==> config.mk <==
export PLATFORM = sky130hd
export DESIGN_NAME = nd_array_transpose_buffer
export DESIGN_NICKNAME = d
export VERILOG_FILES = /design/src/rtl/nd_array_transpose_buffer.sv
export SDC_FILE = /design/constraint.sdc
export NUM_CORES = 1
export LEC_CHECK = 0
export CAP_MARGIN = 40
export CELL_PAD_IN_SITES_DETAIL_PLACEMENT = 0
export CELL_PAD_IN_SITES_GLOBAL_PLACEMENT = 1
export CORE_ASPECT_RATIO = 0.7
export CORE_UTILIZATION = 51
export CTS_CLUSTER_SIZE = 24
export DETAILED_ROUTE_END_ITERATION = 16
export PLACE_DENSITY = 0.77
export SETUP_SLACK_MARGIN = 0.5
export SYNTH_ARGS = -nofsm -noshare
export SYNTH_HDL_FRONTEND = slang
export SYNTH_SLANG_ARGS = --single-unit
export TNS_END_PERCENT = 100
==> constraint.sdc <==
create_clock -name clk -period 4.2 [get_ports clk]
set_input_delay 1.05 -clock clk [delete_from_list [all_inputs] [get_ports clk]]
set_output_delay 1.05 -clock clk [all_outputs]
set_load 0.01 [all_outputs]
==> src/rtl/nd_array_transpose_buffer.sv <==
// Double-buffered streaming transposer: accepts ROWS row beats, emits COLS column beats.
// Optional frame counter output enabled by defining ND_TRANSPOSE_FRAME_CNT_EN.
module nd_array_transpose_buffer #(
    parameter int ROWS   = 4,
    parameter int COLS   = 4,
    parameter int ELEM_W = 8
) (
    input  logic                   clk,
    input  logic                   arst_n,
    input  logic                   in_valid,
    output logic                   in_ready,
    input  logic [COLS*ELEM_W-1:0] in_data,
    output logic                   out_valid,
    input  logic                   out_ready,
    output logic [ROWS*ELEM_W-1:0] out_data,
    output logic                   out_last
`ifdef ND_TRANSPOSE_FRAME_CNT_EN
    ,
    output logic [15:0]            frame_cnt
`endif
);

    localparam int RW = $clog2(ROWS);
    localparam int CW = $clog2(COLS);

    logic [ELEM_W-1:0] bank_mem [2][ROWS][COLS];

    logic          wr_bank;
    logic          rd_bank;
    logic [RW-1:0] wr_row;
    logic [CW-1:0] rd_col;
    logic [1:0]    full;
    logic [1:0]    full_next;

    logic wr_fire;
    logic rd_fire;
    logic wr_frame_done;
    logic rd_frame_done;

    assign in_ready      = !full[wr_bank];
    assign out_valid     = full[rd_bank];
    assign wr_fire       = in_valid & in_ready;
    assign rd_fire       = out_valid & out_ready;
    assign wr_frame_done = wr_fire && (wr_row == RW'(ROWS - 1));
    assign rd_frame_done = rd_fire && (rd_col == CW'(COLS - 1));
    assign out_last      = out_valid && (rd_col == CW'(COLS - 1));

    // Set and clear never hit the same bank: set needs it empty, clear needs it full.
    always_comb begin
        // NOTE: default every always_comb output first so no path leaves it unassigned (no latch).
        full_next = full;
        if (wr_frame_done) full_next[wr_bank] = 1'b1;
        if (rd_frame_done) full_next[rd_bank] = 1'b0;
    end

    // NOTE: sequential state uses non-blocking assignments so all flops update from pre-edge values.
    always_ff @(posedge clk or negedge arst_n) begin
        if (!arst_n) begin
            wr_bank <= 1'b0;
            rd_bank <= 1'b0;
            wr_row  <= '0;
            rd_col  <= '0;
            full    <= '0;
        end else begin
            if (wr_fire)       wr_row  <= wr_frame_done ? '0 : wr_row + 1'b1;
            if (wr_frame_done) wr_bank <= ~wr_bank;
            if (rd_fire)       rd_col  <= rd_frame_done ? '0 : rd_col + 1'b1;
            if (rd_frame_done) rd_bank <= ~rd_bank;
            full <= full_next;
        end
    end

    // NOTE: the banks carry no reset; full[] alone decides whether their contents are meaningful.
    always_ff @(posedge clk) begin
        if (wr_fire) begin
            for (int c = 0; c < COLS; c++) begin
                bank_mem[wr_bank][wr_row][c] <= in_data[c*ELEM_W +: ELEM_W];
            end
        end
    end

    // Column rd_col of the read bank, forced to zero while nothing is valid.
    always_comb begin
        out_data = '0;
        if (out_valid) begin
            for (int r = 0; r < ROWS; r++) begin
                out_data[r*ELEM_W +: ELEM_W] = bank_mem[rd_bank][r][rd_col];
            end
        end
    end

`ifdef ND_TRANSPOSE_FRAME_CNT_EN
    always_ff @(posedge clk or negedge arst_n) begin
        if (!arst_n) begin
            frame_cnt <= '0;
        end else if (rd_frame_done) begin
            frame_cnt <= frame_cnt + 16'd1;
        end
    end
`endif

endmodule

# Word-level counts from Yosys, hierarchy flattened
# Memory sizes are Yosys's and may differ from the RTL's.
# Cells that the tools add are included.
[word_totals]
reg_bits = 8
mem_bits_rw = 256
input_bits = 36
wordCells = 839
n_memories = 1
[mem_list]
columns = ["memory", "depth", "word_bits", "rd", "rd_clocked_by_memory_dff", "wr", "line_no", "source"]
rows = [
  ["bank_mem", 2, 128, 1, 0, 1, "26", "logic [ELEM_W-1:0] bank_mem [2][ROWS][COLS];"],
]
[op_classes]
n_addsub = 2
n_lt_le_gt_ge = 7
n_eq_ne = 2
muxes = 422
n_bitwise = 393
reduce_logical = 7
[op_table]
columns = ["operator", "count"]
rows = [
  ["two-way mux 128 bit", 4],
  ["two-way mux 1 bit", 391],
  ["OR 1 bit", 384],
  ["demux 32 bit (select 2 bit)", 4],
  ["two-way mux 8 bit", 9],
  ["binary-select mux 8 bit (select 2 bit)", 4],
  ["two-way mux 32 bit", 2],
  ["two-way mux 24 bit", 1],
  ["two-way mux 16 bit", 1],
  ["two-way mux 2 bit", 4],
  ["greater-or-equal comparator 3 bit (second input constant)", 2],
  ["logical AND 1 bit", 6],
  ["inverter 2 -> 3 bit", 2],
  ["adder 2 x 1 -> 2 bit (second input constant)", 2],
  ["== test 2 bit (second input constant)", 2],
  ["< comparator 1 x 2 -> 1 bit (second input constant)", 2],
  ["< comparator 3 x 1 -> 1 bit (second input constant)", 1],
  ["AND 1 bit", 2],
  ["AND 2 bit", 1],
  ["demux 1 bit (select 1 bit)", 2],
  ["greater-or-equal comparator 1 bit (second input constant)", 2],
  ["inverter 1 bit", 2],
  ["inverter 2 bit", 1],
  ["OR 2 bit", 1],
  ["zero test 1 bit", 1],
]

# Longest topological paths before layout
[logic_depth]
depth_word = 9
mapped_depth = 6

# Worst setup path before layout
# Ideal clock, no wire load.
[synth_timing]
path_type = "input port to flip-flop"
start = "input port in_valid"
end = "memory bank_mem[0][100] (netlist name), enable pin"
arrival_time_ns = 3.053
required_ns = 3.779
slack_ns = 0.726
stages = 4
path_cell_list = "clkbuf_1 -> nand3_2 -> buf_2 -> nor2_1"
[synth_via]
elab_chain_cells = 6
word_cells_on_any_way = 9
cone_classes = "5 x mux; 4 x bitwise"
[synth_rtl]
columns = ["item", "line_no", "source"]
rows = [
  ["from (decl)", "10", "input logic in_valid,"],
  ["AND 1 bit (*)", "42", "assign wr_fire = in_valid & in_ready;"],
  ["two-way mux 1 bit (*)", "75", "if (wr_fire) begin"],
  ["two-way mux 128 bit (not written as such)", "77", "bank_mem[wr_bank][wr_row][c] <= in_data[c*ELEM_W +: ELEM_W];"],
  ["OR 1 bit (no source line) (2 in a row)", "--", ""],
  ["OR 1 bit (no source line) (*)", "--", ""],
  ["to (decl)", "26", ""],
]
# Every way passes the cells marked *; elsewhere a longest branch is shown, timed or not.

# Final worst setup path
[layout_timing]
start = "register rd_bank"
end = "output port out_data[12]"
[layout_via]
elab_chain_cells = 5
word_cells_on_any_way = 7
cone_classes = "6 x mux; 1 x memory"
[layout_rtl]
columns = ["item", "line_no", "source"]
rows = [
  ["from (decl)", "29", "logic rd_bank;"],
  ["from (signal assigned)", "68", "if (rd_frame_done) rd_bank <= ~rd_bank;"],
  ["memory (2 x 128 bit)", "--", ""],
  ["binary-select mux 8 bit (select 2 bit)", "87", "out_data[r*ELEM_W +: ELEM_W] = bank_mem[rd_bank][r][rd_col];"],
  ["two-way mux 8 bit (not written as such) (2 in a row)", "87", ""],
  ["two-way mux 32 bit (*)", "85", "if (out_valid) begin"],
  ["to (decl)", "15", "output logic [ROWS*ELEM_W-1:0] out_data,"],
]
# Every way passes the cells marked *; elsewhere a longest branch is shown, timed or not. The select of a mux whose other input is x is not followed.

==> results.toml <==
[sta]
fin_crit_sh_pct = 86.6
fin_crit_ns = 3.64
setup_viol = 0
final_hold_viol_count = 0
max_slew_margin_pct = 49.0
rsz0062_at_grt = "yes"
tightest_slew_ns = 0.763
maxSlewViolCount = 0
fin_setup_tns_ns = 0
maxClockFrequency_mhz = 275
fin_skew_ns = 0.00895

[power_and_ir_drop]
p_switching_mw = 3.06
p_seq_share_pct = 37.4
powerDensity_mw_per_mm2 = 687
p_leak_nw = 4.45
irDropWorstVdd_v = 0.000319
p_sw_share_pct = 32.6
power_frac_comb_pct = 38.2
clkPwrFrac_pct = 24.4
p_int_mw = 6.31

[hold_path]
min_from = "wr_row[1]"
hold_path_class = "register to register"

[placed_design]
gp_congestion = 0.755
place.detailed.hpwl_mm = 14.6
portBuffers = 70
dp.cells = 1031
dpl_cell_area_sq_mm = 0.0126

[yosys]
synthTopCellsByCount = "edfxtp_1 (256), mux2_2 (197), o21ai_0 (35)"
synthArstFlopShare_pct = 3.03
synth_cells = 713
synth_seq_area_share_pct = 68.2
ys_warn_count = 0
synth_area_sq_mm = 0.0116
yosys.area_share.simple_pct = 4.21
synth.most_common_cell = "edfxtp_1"
synth_top_family_by_area = "multiplexers"
ys_types = 26
synth_top_area_cell = "edfxtp_1"
synth_area_per_cell_sq_um = 16.2
yosys-top-cells-area = "edfxtp_1 (66%), mux2_2 (19%), a211oi_1 (2.1%)"
synth_seq_cells = 264
synth_xor_area_share_pct = 0.0757
syn-num-nets = 754
synth_edf_count = 256
yosys.area_share.adder_pct = 0.541
synth_mux_area_share_pct = 19.4
yosysTopAreaCellShare_pct = 66.5
yosys_most_used_dff = "edfxtp_1"
synth_compound_area_share_pct = 5.45

[drt]
wl_mm = 27.0
vias = 6576
ant_nets = 0
dr.first_iter.drc_count = 588
firstDrtPassIters = 5
post-route-drc-count = 0
via_per_inst = 6.08
wl_per_cell_um = 24.9

[worst_setup_path]
arrival_ns = 2.59
crit_start = "rd_bank"
critical_path_class = "register to output port"
crit_path_end_kind = "output port"
start_kind = "register"
worstPathRequired_ns = 3.15
critPathMaxFanout = 20
r2r_start = "wr_bank"

[clock_network]
cts.clk_slew.worst_paths_ns = 0.06
htree_levels = 1
cts.path.max_buffers = 3
root_buffer = "clkbuf_16"
clock_sinks = 264
clk_latency_ns = 0.53
cts_buffers = 26
cts_tree = "built"
hold_buffers = 0

[grt]
first_global_vias = 6701
grt-ovfl-total = 0
antenna_found_initial = 0
grt_pass1_wl_mm = 40.1
grt.total_usage_pct = 23.1
grt_max_degree = 83

[outcome]
outcome = "finished, final reports clean"

[flow_run]
max_cap_violations = 0

[cells_and_area]
layout-drive-gt1-share_pct = 34.4
diodes = 0
fin_cells = 1081
nets = 823
syn_to_final_growth_pct = 17.8
design_area_sq_mm = 0.0136

[floorplan]
core_area_sq_mm = 0.0220
initial_utilization_pct = 52.7
die_area_sq_mm = 0.0233
die_height_um = 128
rows = 45
die_w_um = 182
ios = 71
[cells in the final DEF (no fill, tap or decap), drive strengths merged, types with 2 or more instances in the layout]
master / count
edfxtp: 256
dlymetal6s2s: 3
nor2b: 32
o22ai: 32
dfrtp: 8
inv: 3
buf: 23
clkbuf: 36
bufinv: 3
o21ai: 35
nor3: 32
a211oi: 32
mux2: 197
clkdlybuf4s50: 67
nand2: 5
clkinv: 7
nand2b: 2
nor2: 10
ha: 5
nand3: 5
[critical path, cell delays in order, from the launching register on]
cell	delay [ns]
dfrtp_4	0.57
mux2_4	0.29
buf_6	0.22
o21ai_0	0.12
nor3_1	0.25
clkdlybuf4s50_1	0.60
[registers in the layout (all words and copies together), names as in the netlist]
name	flops
bank_mem	256
wr_bank	1
rd_bank	1
full	2
wr_row	2
rd_col	2
[path summary, 6_finish.rpt]
path | end | slack (ns) | depth (start not counted)
min reg2reg | wr_row[1] | 0.60 | 1
min in group asynchronous | wr_row[0] | 0.81 | 1
max | out_data[12] | 0.56 | 5
max reg2reg | bank_mem[0][34] | 1.24 | 4
max in group asynchronous | rd_bank | 3.10 | 1
min | wr_row[1] | 0.60 | 1
[per-layer routing]
layer,vias to the layer above,track usage (%),part of all wire (%)
met5,-,0,0
met4,0,5.04,1.8
met3,39,3.58,5.5
met2,229,37.6,47
met1,3364,33.1,46
li1,2944,-,-
[stage by stage]
stage / worst slack [ns] / util [%] / hold slack [ns] / power [mW]
after global placement: 0.698 / 57.5 / 0.549 / 6.80
after floorplan: 0.726 / - / 0.530 / 5.57
after CTS: 0.499 / 61.9 / 0.599 / 9.37
final: 0.562 / 62.1 / 0.603 / 9.37
after global routing: 0.463 / 62.1 / 0.619 / 9.75
after detailed placement: 0.665 / 57.5 / 0.582 / 6.89
[power by group through the flow]
stage                     Clock, mW  Combinational [mW]  Sequential [mW]
after detailed placement          0                3.36             3.53
final                          2.29                3.58             3.50
after CTS                      2.32                3.56             3.49
after floorplan                   0                2.08             3.48
after global placement            0                3.29             3.51
after global routing           2.40                3.83             3.53
[kinds of logic (layout without fill, tap and decap cells)]
group           count (synthesis)  after routing
compound gates                101            101
simple gates                   88             88
xor+xnor                        1              1
fa+ha+maj                       5              5
buf+inv                        56            142
mux                           198            198
flops                         264            264
[timing repair]
action                                  CTS  global route
endpoints found under the setup margin   32            26
hold endpoints to repair                  0             0
resized for setup                        10            10
cloned                                    2             1
pin swaps                                 0             2
setup buffers                             2             0
[final cells by class]
| type | count | area [sq um] |
|---|---|---|
| clock buffer | 35 | 706 |
| clock inverter | 10 | 118 |
| fill | 1596 | 8330 |
| inverter | 3 | 11.3 |
| multi-input combinational | 393 | 3520 |
| sequential | 264 | 7890 |
| tap | 282 | 353 |
| timing repair buffer | 94 | 1030 |
Note: power is estimated with default switching activity, not from simulation.
